<file path="src/rtl/fp_div_pkg.sv">
// fp_div_pkg: shared FSM state, field helpers and iteration count for the float divider; FP_DIV_ROUND_NEAREST_EN enables round-to-nearest-even
package fp_div_pkg;
  typedef enum logic [1:0] {IDLE, DIV, NORM} fsmState_t;
`ifdef FP_DIV_ROUND_NEAREST_EN
  localparam bit ROUND_EN = 1'b1;
`else
  localparam bit ROUND_EN = 1'b0;
`endif
  // Rounding needs one extra quotient bit to act as the guard bit
  localparam int ITER_EXTRA = ROUND_EN ? 1 : 0;
  function automatic int divIters(input int nbMant);
    return nbMant + 2 + ITER_EXTRA;
  endfunction
  function automatic int expBias(input int nbExpo);
    return ((1 << nbExpo) - 1) >> 1;
  endfunction
  function automatic logic [31:0] getMant(input logic [31:0] d, input int nbMant);
    return d & ((32'd1 << nbMant) - 32'd1);
  endfunction
  function automatic logic [31:0] getExpo(input logic [31:0] d, input int nbMant, input int nbExpo);
    return (d >> nbMant) & ((32'd1 << nbExpo) - 32'd1);
  endfunction
  function automatic logic [31:0] getSign(input logic [31:0] d, input int nbMant, input int nbExpo, input int nbSign);
    return (d >> (nbMant + nbExpo)) & ((32'd1 << nbSign) - 32'd1);
  endfunction
endpackage

</file>
<file path="src/rtl/fp_mant_div_iter.sv">
// fp_mant_div_iter: restoring mantissa divider, one quotient bit per enabled cycle
module fp_mant_div_iter #(
  parameter int NB_MANT = 8,
  parameter int ITERS = NB_MANT + 2
) (
  input  logic               i_clock,
  input  logic               i_reset,
  input  logic               i_load,
  input  logic               i_enable,
  input  logic [NB_MANT:0]   i_dividend,
  input  logic [NB_MANT:0]   i_divisor,
  output logic [ITERS-1:0]   o_quotient,
  output logic               o_remNonZero
);
  logic [NB_MANT+1:0] rem;
  logic [NB_MANT:0] dvs;
  logic geq;
  assign geq = rem >= {1'b0, dvs};
  assign o_remNonZero = |rem;
  always_ff @(posedge i_clock) begin
    if (i_reset) begin
      rem <= '0;
      dvs <= '0;
      o_quotient <= '0;
    end else if (i_load) begin
      rem <= {1'b0, i_dividend};
      dvs <= i_divisor;
      o_quotient <= '0;
    end else if (i_enable) begin
      rem <= (geq ? rem - {1'b0, dvs} : rem) << 1;
      o_quotient <= {o_quotient[ITERS-2:0], geq};
    end
  end
endmodule

</file>
<file path="src/rtl/floating_point_divider_seq.sv">
// floating_point_divider_seq: sequential {sign,exponent,mantissa} float divider; FP_DIV_ROUND_NEAREST_EN selects round-to-nearest-even
module floating_point_divider_seq
  import fp_div_pkg::*;
#(
  parameter int NB_SIGN = 1,
  parameter int NB_EXPO = 4,
  parameter int NB_MANT = 8
) (
  input  logic                               i_clock,
  input  logic                               i_reset,
  input  logic                               i_start,
  input  logic [NB_SIGN+NB_EXPO+NB_MANT-1:0] i_dataA,
  input  logic [NB_SIGN+NB_EXPO+NB_MANT-1:0] i_dataB,
  output logic [NB_SIGN+NB_EXPO+NB_MANT-1:0] o_data,
  output logic                               o_valid,
  output logic                               o_busy,
  output logic                               o_dbz,
  output logic                               o_ovf,
  output logic                               o_unf
);
  localparam int NB_DATA = NB_SIGN + NB_EXPO + NB_MANT;
  localparam int ITERS = divIters(NB_MANT);
  localparam int NB_FRAC = ITERS - 1;
  localparam int NB_EXT = NB_EXPO + 2;
  localparam int NB_CNT = $clog2(ITERS);
  localparam logic [NB_EXT-1:0] BIAS_EXT = NB_EXT'(expBias(NB_EXPO));
  localparam logic signed [NB_EXT-1:0] EXP_MAX = NB_EXT'((1 << NB_EXPO) - 1);
  fsmState_t state;
  logic [NB_CNT-1:0] iterCnt;
  logic [NB_SIGN-1:0] sgn;
  logic zeroA, zeroB, startOk, remNonZero;
  logic signed [NB_EXT-1:0] expRaw, expN;
  logic [ITERS-1:0] quo;
  logic [NB_FRAC-1:0] norm;
  logic [NB_MANT-1:0] mantT, mantR;
  logic guard, sticky, roundUp, carry, ovf, unf;
  logic [NB_DATA-1:0] result;
  assign startOk = state == IDLE && i_start;
  fp_mant_div_iter #(.NB_MANT(NB_MANT), .ITERS(ITERS)) uIter (
    .i_clock      (i_clock),
    .i_reset      (i_reset),
    .i_load       (startOk),
    .i_enable     (state == DIV),
    .i_dividend   ({1'b1, NB_MANT'(getMant(32'(i_dataA), NB_MANT))}),
    .i_divisor    ({1'b1, NB_MANT'(getMant(32'(i_dataB), NB_MANT))}),
    .o_quotient   (quo),
    .o_remNonZero (remNonZero)
  );
  // Quotient lies in (0.5, 2): a clear integer bit means shift left and borrow one from the exponent
  always_comb begin
    norm = quo[ITERS-1] ? quo[NB_FRAC-1:0] : {quo[NB_FRAC-2:0], 1'b0};
    mantT = norm[NB_FRAC-1 -: NB_MANT];
    guard = norm[NB_FRAC-1-NB_MANT];
    sticky = remNonZero || (|(norm << (NB_MANT + 1)));
    roundUp = ROUND_EN && guard && (sticky || mantT[0]);
    {carry, mantR} = {1'b0, mantT} + (NB_MANT + 1)'(roundUp);
    expN = expRaw - NB_EXT'(!quo[ITERS-1]) + NB_EXT'(carry);
    ovf = !zeroB && !zeroA && expN > EXP_MAX;
    unf = !zeroB && !zeroA && !ovf && expN <= 0;
    result = (zeroB || ovf) ? {sgn, {(NB_EXPO + NB_MANT){1'b1}}} :
             (zeroA || unf) ? {sgn, {(NB_EXPO + NB_MANT){1'b0}}} :
             {sgn, expN[NB_EXPO-1:0], mantR};
  end
  always_ff @(posedge i_clock) begin
    if (i_reset) begin
      state <= IDLE;
      iterCnt <= '0;
      sgn <= '0;
      zeroA <= 1'b0;
      zeroB <= 1'b0;
      expRaw <= '0;
      o_data <= '0;
      o_valid <= 1'b0;
      o_busy <= 1'b0;
      o_dbz <= 1'b0;
      o_ovf <= 1'b0;
      o_unf <= 1'b0;
    end else begin
      o_valid <= 1'b0;
      case (state)
        IDLE: if (i_start) begin
          state <= DIV;
          o_busy <= 1'b1;
          iterCnt <= '0;
          sgn <= NB_SIGN'(getSign(32'(i_dataA), NB_MANT, NB_EXPO, NB_SIGN)) ^
                 NB_SIGN'(getSign(32'(i_dataB), NB_MANT, NB_EXPO, NB_SIGN));
          zeroA <= getExpo(32'(i_dataA), NB_MANT, NB_EXPO) == 32'd0;
          zeroB <= getExpo(32'(i_dataB), NB_MANT, NB_EXPO) == 32'd0;
          expRaw <= NB_EXT'(getExpo(32'(i_dataA), NB_MANT, NB_EXPO)) -
                    NB_EXT'(getExpo(32'(i_dataB), NB_MANT, NB_EXPO)) + BIAS_EXT;
        end
        DIV: begin
          iterCnt <= iterCnt + 1'b1;
          if (iterCnt == NB_CNT'(ITERS - 1)) state <= NORM;
        end
        default: begin
          state <= IDLE;
          o_busy <= 1'b0;
          o_valid <= 1'b1;
          o_data <= result;
          o_dbz <= zeroB;
          o_ovf <= ovf;
          o_unf <= unf;
        end
      endcase
    end
  end
endmodule
</file>
<file path="config.mk">
export PLATFORM = sky130hd
export DESIGN_NAME = floating_point_divider_seq
export DESIGN_NICKNAME = d
export VERILOG_FILES = /design/src/rtl/fp_div_pkg.sv /design/src/rtl/fp_mant_div_iter.sv /design/src/rtl/floating_point_divider_seq.sv
export SDC_FILE = /design/constraint.sdc
export NUM_CORES = 1
export LEC_CHECK = 0
export BUFFER_PORTS_ARGS = -buffer_cell sky130_fd_sc_hd__buf_2
export CORE_AREA = 2 2 102 104
export CTS_BUF_LIST = sky130_fd_sc_hd__clkbuf_8
export DETAILED_ROUTE_END_ITERATION = 6
export DIE_AREA = 0 0 104 106
export PLACE_DENSITY_LB_ADDON = 0.05
export SYNTH_ARGS = -nofsm -noshare
export SYNTH_HDL_FRONTEND = slang
export SYNTH_SLANG_ARGS = --single-unit
export TNS_END_PERCENT = 50
</file>
<file path="constraint.sdc">
create_clock -name i_clock -period 2.69 [get_ports i_clock]
set_input_delay 0.538 -clock i_clock [delete_from_list [all_inputs] [get_ports i_clock]]
set_output_delay 0.538 -clock i_clock [all_outputs]
set_load 0.01 [all_outputs]
</file>
Word level (Yosys, flattened, before mapping)
Cells that the tools add are included.
Widths: inputs -> output; s select.
- flip-flop bits (word level): 62
- bits of input ports: 29
- output and inout bits: 18
- logic and storage cells: 66
- $add $sub $neg: 5
- order comparisons: 3
- eq/ne operators: 4
- mux-type cells: 14
- bitwise gates (word level): 2
- reduce and logical (&&, ||, !) cells: 22
- operator list (kind ; count):
    $logic_not 32->1 ; 2
    $mux 9 ; 4
    $mux 12 ; 2
    $ge 10x9->1 ; 1
    $sub 9x9->9 ; 1
    $pmux 4 s2 ; 1
    $reduce_and 2->1 ; 4
    $add 5x4->6 const B ; 1
    $gt 6x5->1 const B ; 1
    $le 6x1->1 const B ; 1
    $sub 6x1->6 ; 1
    $logic_and 1x1->1 ; 5
    $sub 4x4->5 ; 1
    $add 4x1->4 const B ; 1
    $eq 4x4->1 const B ; 1
    $logic_not 1->1 ; 4
    $mux 2 ; 2
    $mux 4 ; 1
    $ne 2x2->1 const B ; 2
    $pmux 2 s2 ; 1
    $reduce_bool 2->1 ; 2
    $reduce_or 2->1 ; 2
    $eq 2x1->1 const B ; 1
    $logic_not 2->1 ; 1
    5 further kinds ; 7

Longest topological paths before layout
- depth after elaboration: 10
- mapped depth: 10
- mapped depth without buffers: 10

Modules after synthesis
From an unflattened synthesis, not the netlist that was laid out.
- cells, all modules: 381
- area total of the unflattened synthesis: 3365.7 um^2
- by module, submodules not included (module ; times used ; cells an instance ; area each (um^2)):
    floating_point_divider_seq ; 1 ; 204 ; 1778.0
    fp_mant_div_iter ; 1 ; 177 ; 1587.8

Least setup slack after synthesis
No wires, ideal clock.
- path type: input port to flip-flop
- from: input port i_dataA[8]
- to: register expRaw[4]
- library setup time: 0.091 ns
- arrival: 2.377 ns
- data required time: 2.599 ns
- setup slack: 0.222 ns
- stages: 10
- buffers on the path: 0
- path through: inv_1 > ha_1 > inv_1 > fa_1 > inv_1 > ha_1 > a21oi_1 > a31oi_1 > or4_1 > a311oi_1
- word-level cells in the longest chain between the ends: 2
- ends and longest elaborated chain (item ; RTL line ; RTL):
    from (decl) ; floating_point_divider_seq.sv:12 ; input logic [NB_SIGN+NB_EXPO+NB_MANT-1:0] i_dataA,
    $sub 4x4->5 ; floating_point_divider_seq.sv:89 ; expRaw <= NB_EXT'(getExpo(32'(i_dataA), NB_MANT, NB_EXPO)) -
    $add 5x4->6 ; floating_point_divider_seq.sv:90 ; NB_EXT'(getExpo(32'(i_dataB), NB_MANT, NB_EXPO)) + BIAS_EXT;
    to (signal assigned) ; floating_point_divider_seq.sv:89 ;
    to (decl) ; floating_point_divider_seq.sv:32 ; logic signed [NB_EXT-1:0] expRaw, expN;
No other way between the ends.
A chain may end at the register's enable or synchronous reset.

Final worst setup path
- from: register expRaw[0]
- to: register o_data[5]
- word-level cells in the longest chain between the ends: 9
- elaborated cells between the ends (all ways): 11
- those cells by class: 1 x add/sub; 2 x order compare; 2 x mux; 6 x reduce/logical
- ends and longest elaborated chain (item ; RTL line ; RTL):
    $sub 6x1->6 (*) ; floating_point_divider_seq.sv:57 ; expN = expRaw - NB_EXT'(!quo[ITERS-1]) + NB_EXT'(carry);
    $gt 6x5->1 ; floating_point_divider_seq.sv:58 ; ovf = !zeroB && !zeroA && expN > EXP_MAX;
    $logic_and 1x1->1 ; floating_point_divider_seq.sv:58 ;
    $logic_not 1->1 ; floating_point_divider_seq.sv:59 ; unf = !zeroB && !zeroA && !ovf && expN <= 0;
    $logic_and 1x1->1 (2 in a row) ; floating_point_divider_seq.sv:59 ;
    $logic_or 1x1->1 ; floating_point_divider_seq.sv:61 ; (zeroA || unf) ? {sgn, {(NB_EXPO + NB_MANT){1'b0}}} :
    $mux 12 ; floating_point_divider_seq.sv:61 ;
    $mux 12 (*) ; floating_point_divider_seq.sv:60 ; result = (zeroB || ovf) ? {sgn, {(NB_EXPO + NB_MANT){1'b1}}} :
    to (signal assigned) ; floating_point_divider_seq.sv:100 ; o_data <= result;
    to (decl) ; floating_point_divider_seq.sv:14 ; output logic [NB_SIGN+NB_EXPO+NB_MANT-1:0] o_data,
Mark *: on every way between the ends. The rest lies on a longest branch, timed or not.

==> flow_summary.ini <==
[power_and_ir_drop]
p_clk_share_pct = 35.8
power.density_mw_per_mm2 = 664.7
seqPwrFrac_pct = 37.9
power.internal_mw = 1.814
switchingPower_mw = 0.8463
irDropWorstVdd_mv = 0.2929
p_comb_share_pct = 26.4
p_leak_nw = 1.584
swShare_pct = 31.81

[logic_synthesis]
ys_seq_area_share_pct = 36.19
yosys.cell_count.top_type = dfxtp_1
yosysUniqueCellTypes = 59
synth_top_cells_by_count = dfxtp_1, nand2_1, a21oi_1
avgSynthCellArea_um2 = 8.224
synth-seq-cells = 62
netlist_area_mm2 = 0.003430
syn-num-nets = 466
synth_edf_count = 0
yosysTopAreaCell = dfxtp_1
async_reset_ff_share_pct = 0
ys_warn_count = 0
netlist_instances = 417
synth_ff_type = dfxtp_1
yosysTopAreaCellShare_pct = 36.19
synth.area.top_cells = dfxtp_1, ha_1, a21oi_1, nand2_1, nor2_1

[placed_design]
gp_congestion = 0.8242
dpl.hpwl_um = 6095
placed_cells = 582
placed_area_mm2 = 0.003766
portBuffers = 46

[worst_setup_path]
cp_top_family = compound AO/OA/AOI/OAI gates
critical_path.max_stage_delay_ps = 600
worstSetupStartpointType = flop
critPathSlowestCell = a41o_1
cpMostUsedCell = ha_1
worst_setup_path_end_kind = flop
critPathBufInv = 2
cp.required_ps = 2880
crit_path_cell_trace = inv_1 -> ha_1 -> ha_1 -> or3b_2 -> a32oi_1 -> buf_4 -> a41o_1 -> a211oi_2
crit_type = flop to flop
crit_fanout = 11
cp.arrival_ps = 2630

[final_layout]
drive_above_1_share_pct = 19.26
num-nets-final = 506
num_antenna_cells = 0
syn2layout_area_growth_pct = 16.71
post-route-util_pct = 40.03
finalInstanceArea_mm2 = 0.004003
final_cell_count_no_fill = 598

[route]
drtAntennaViolNets = 0
drc_errors = 0
vias_per_cell = 5.095
wl_per_cell_um = 14.55
vias = 3047
wirelength_um = 8703
drtIter0Drc = 100
first_pass_iters = 4

[timing]
min_period_ps = 2443
finalSetupViolations = 0
rsz0062_at_grt = false
tightest_slew_ps = 723.6
final_hold_viol_count = 0
drv_slew = 0
finalCritPeriodShare_pct = 90.82
fmax_mhz = 409.3
finalHoldWorstSlack_ps = 440.5
finClkSkew_ps = 11.16
setup_tns_ps = 0
slew_headroom_pct = 51.64

[global_routing]
grt_max_degree = 39
grt_pass1_wl_um = 14400
antenna_found_initial = 0
grt_use_total_pct = 16.16
grt_pass1_vias = 2971
grt-ovfl-total = 0

[clock_tree]
cts_max_level = 3
cts_setup_buffers = 0
cts_made_buffers = 9
clkSinkCount = 62
clock_latency_ps = 330
clk_pin_slew_ps = 80
clk_path_buf_depth = 2
ctsRootBufferMaster = clkbuf_8
cts_tree = yes

[die]
rows = 37
start_util_pct = 34.30
die_w_um = 104
dieArea_mm2 = 0.01102
core_mm2 = 0.01000
num_io_pins = 47
die_y_um = 106

[min_path]
hp-class = input pin to flop

[job]
maxCapViolations = 0

[run_status]
status = finished clean
-- worst reg2reg max path, stage by stage, from the launching register on --
cell and delay (ps):
dfxtp_1 310, inv_1 50, ha_1 170, ha_1 220, or3b_2 450, a32oi_1 250
buf_4 170, a41o_1 600, a211oi_2 90
-- cell usage in the layout, fill, tap and decap left out, drive strengths merged, types with 2 or more instances in the layout --
master,netlist,final
a311oi,2,2
and3,5,5
and2b,2,2
xor2,7,7
nor2,38,38
nor3,8,8
xnor2,4,4
a211oi,18,18
inv,27,28
or4,4,4
o22ai,2,2
o211ai,3,3
or3,3,3
a31oi,4,4
nor4,2,2
clkbuf,19,10
o21a,2,2
clkinv,1,2
dfxtp,62,62
o2111ai,2,2
nand3,19,19
o32ai,2,2
nand2,55,55
buf,7,55
clkinvlp,0,2
ha,18,18
a22oi,4,4
o221ai,3,3
nor2b,3,3
nand4,3,3
a21o,3,3
fa,2,2
or3b,3,3
a21oi,44,44
bufinv,0,2
o31ai,3,3
mux2i,11,11
o21ai,6,6
-- routing by layer --
metal,GRT usage (%),up-vias,routed length [µm]
met5,0,-,0
met4,5.888,0,102
met3,2.943,8,220
met2,28.10,44,4189
met1,19.98,1433,4191
li1,-,1562,-
-- state kept, by name, indices dropped and copies added, names as in the netlist --
| name | flops |
|---|---|
| o_dbz | 1 |
| o_busy | 1 |
| o_ovf | 1 |
| expRaw | 6 |
| o_valid | 1 |
| o_unf | 1 |
| zeroB | 1 |
| zeroA | 1 |
| state | 2 |
| sgn | 1 |
| uIter.o_quotient | 10 |
| uIter.rem | 10 |
| iterCnt | 4 |
| o_data | 13 |
| uIter.dvs | 9 |
-- stage by stage --
| stage | setup slack [ps] | power (mW) |
|---|---|---|
| floorplan | 221.9 | 1.542 |
| global placement | 47.56 | 1.732 |
| detailed placement | -44.72 | 1.729 |
| CTS | 224.7 | 2.695 |
| global route | 85.62 | 2.834 |
| finish | 247.0 | 2.660 |
-- logic make-up (layout without fill, tap and decap cells) --
family,count (synthesis),after routing,share of synthesized area [%]
and+or+nand+nor,153,153,21.16
AOI/OAI and AO/OA,106,106,21.85
DFF,62,62,36.19
buffers and inverters,54,99,7.041
adders and majority gates,20,20,7.735
xor gates and xnor gates,11,11,2.809
muxes,11,11,3.211
-- final timing paths --
path | from | to | slack, ps | cells after the start
setup / recovery | expRaw[0] | o_data[5] | 250 | 8
hold / removal | i_dataB[6] | uIter.dvs[6] | 440 | 3
setup reg to reg | expRaw[0] | o_data[5] | 250 | 8
hold reg to reg | expRaw[0] | expRaw[0] | 450 | 2
-- power groups by stage --
stage	Combinational (mW)	Clock, mW	Sequential, mW
6_report	0.701	0.952	1.01
5_1_grt	0.788	1.03	1.02
3_5_place_dp	0.700	0	1.03
3_3_place_gp	0.703	0	1.03
4_1_cts	0.706	0.981	1.01
2_1_floorplan	0.528	0	1.01
-- timing repair --
item,4_1_cts,5_1_grt
endpoints found under the setup margin,11,0
gates resized for setup,1,0
hold buffers,0,0
-- area by class of cell --
type | count | area (µm²)
Fill cell | 1082 | 5997
Multi-Input combinational cell | 301 | 1958
Sequential cell | 62 | 1241
Timing Repair Buffer | 55 | 297.8
Tap cell | 136 | 170.2
Clock buffer | 10 | 137.6
Inverter | 28 | 105.1
Clock inverter | 6 | 92.59
Note: power is estimated with default switching activity, not from simulation.
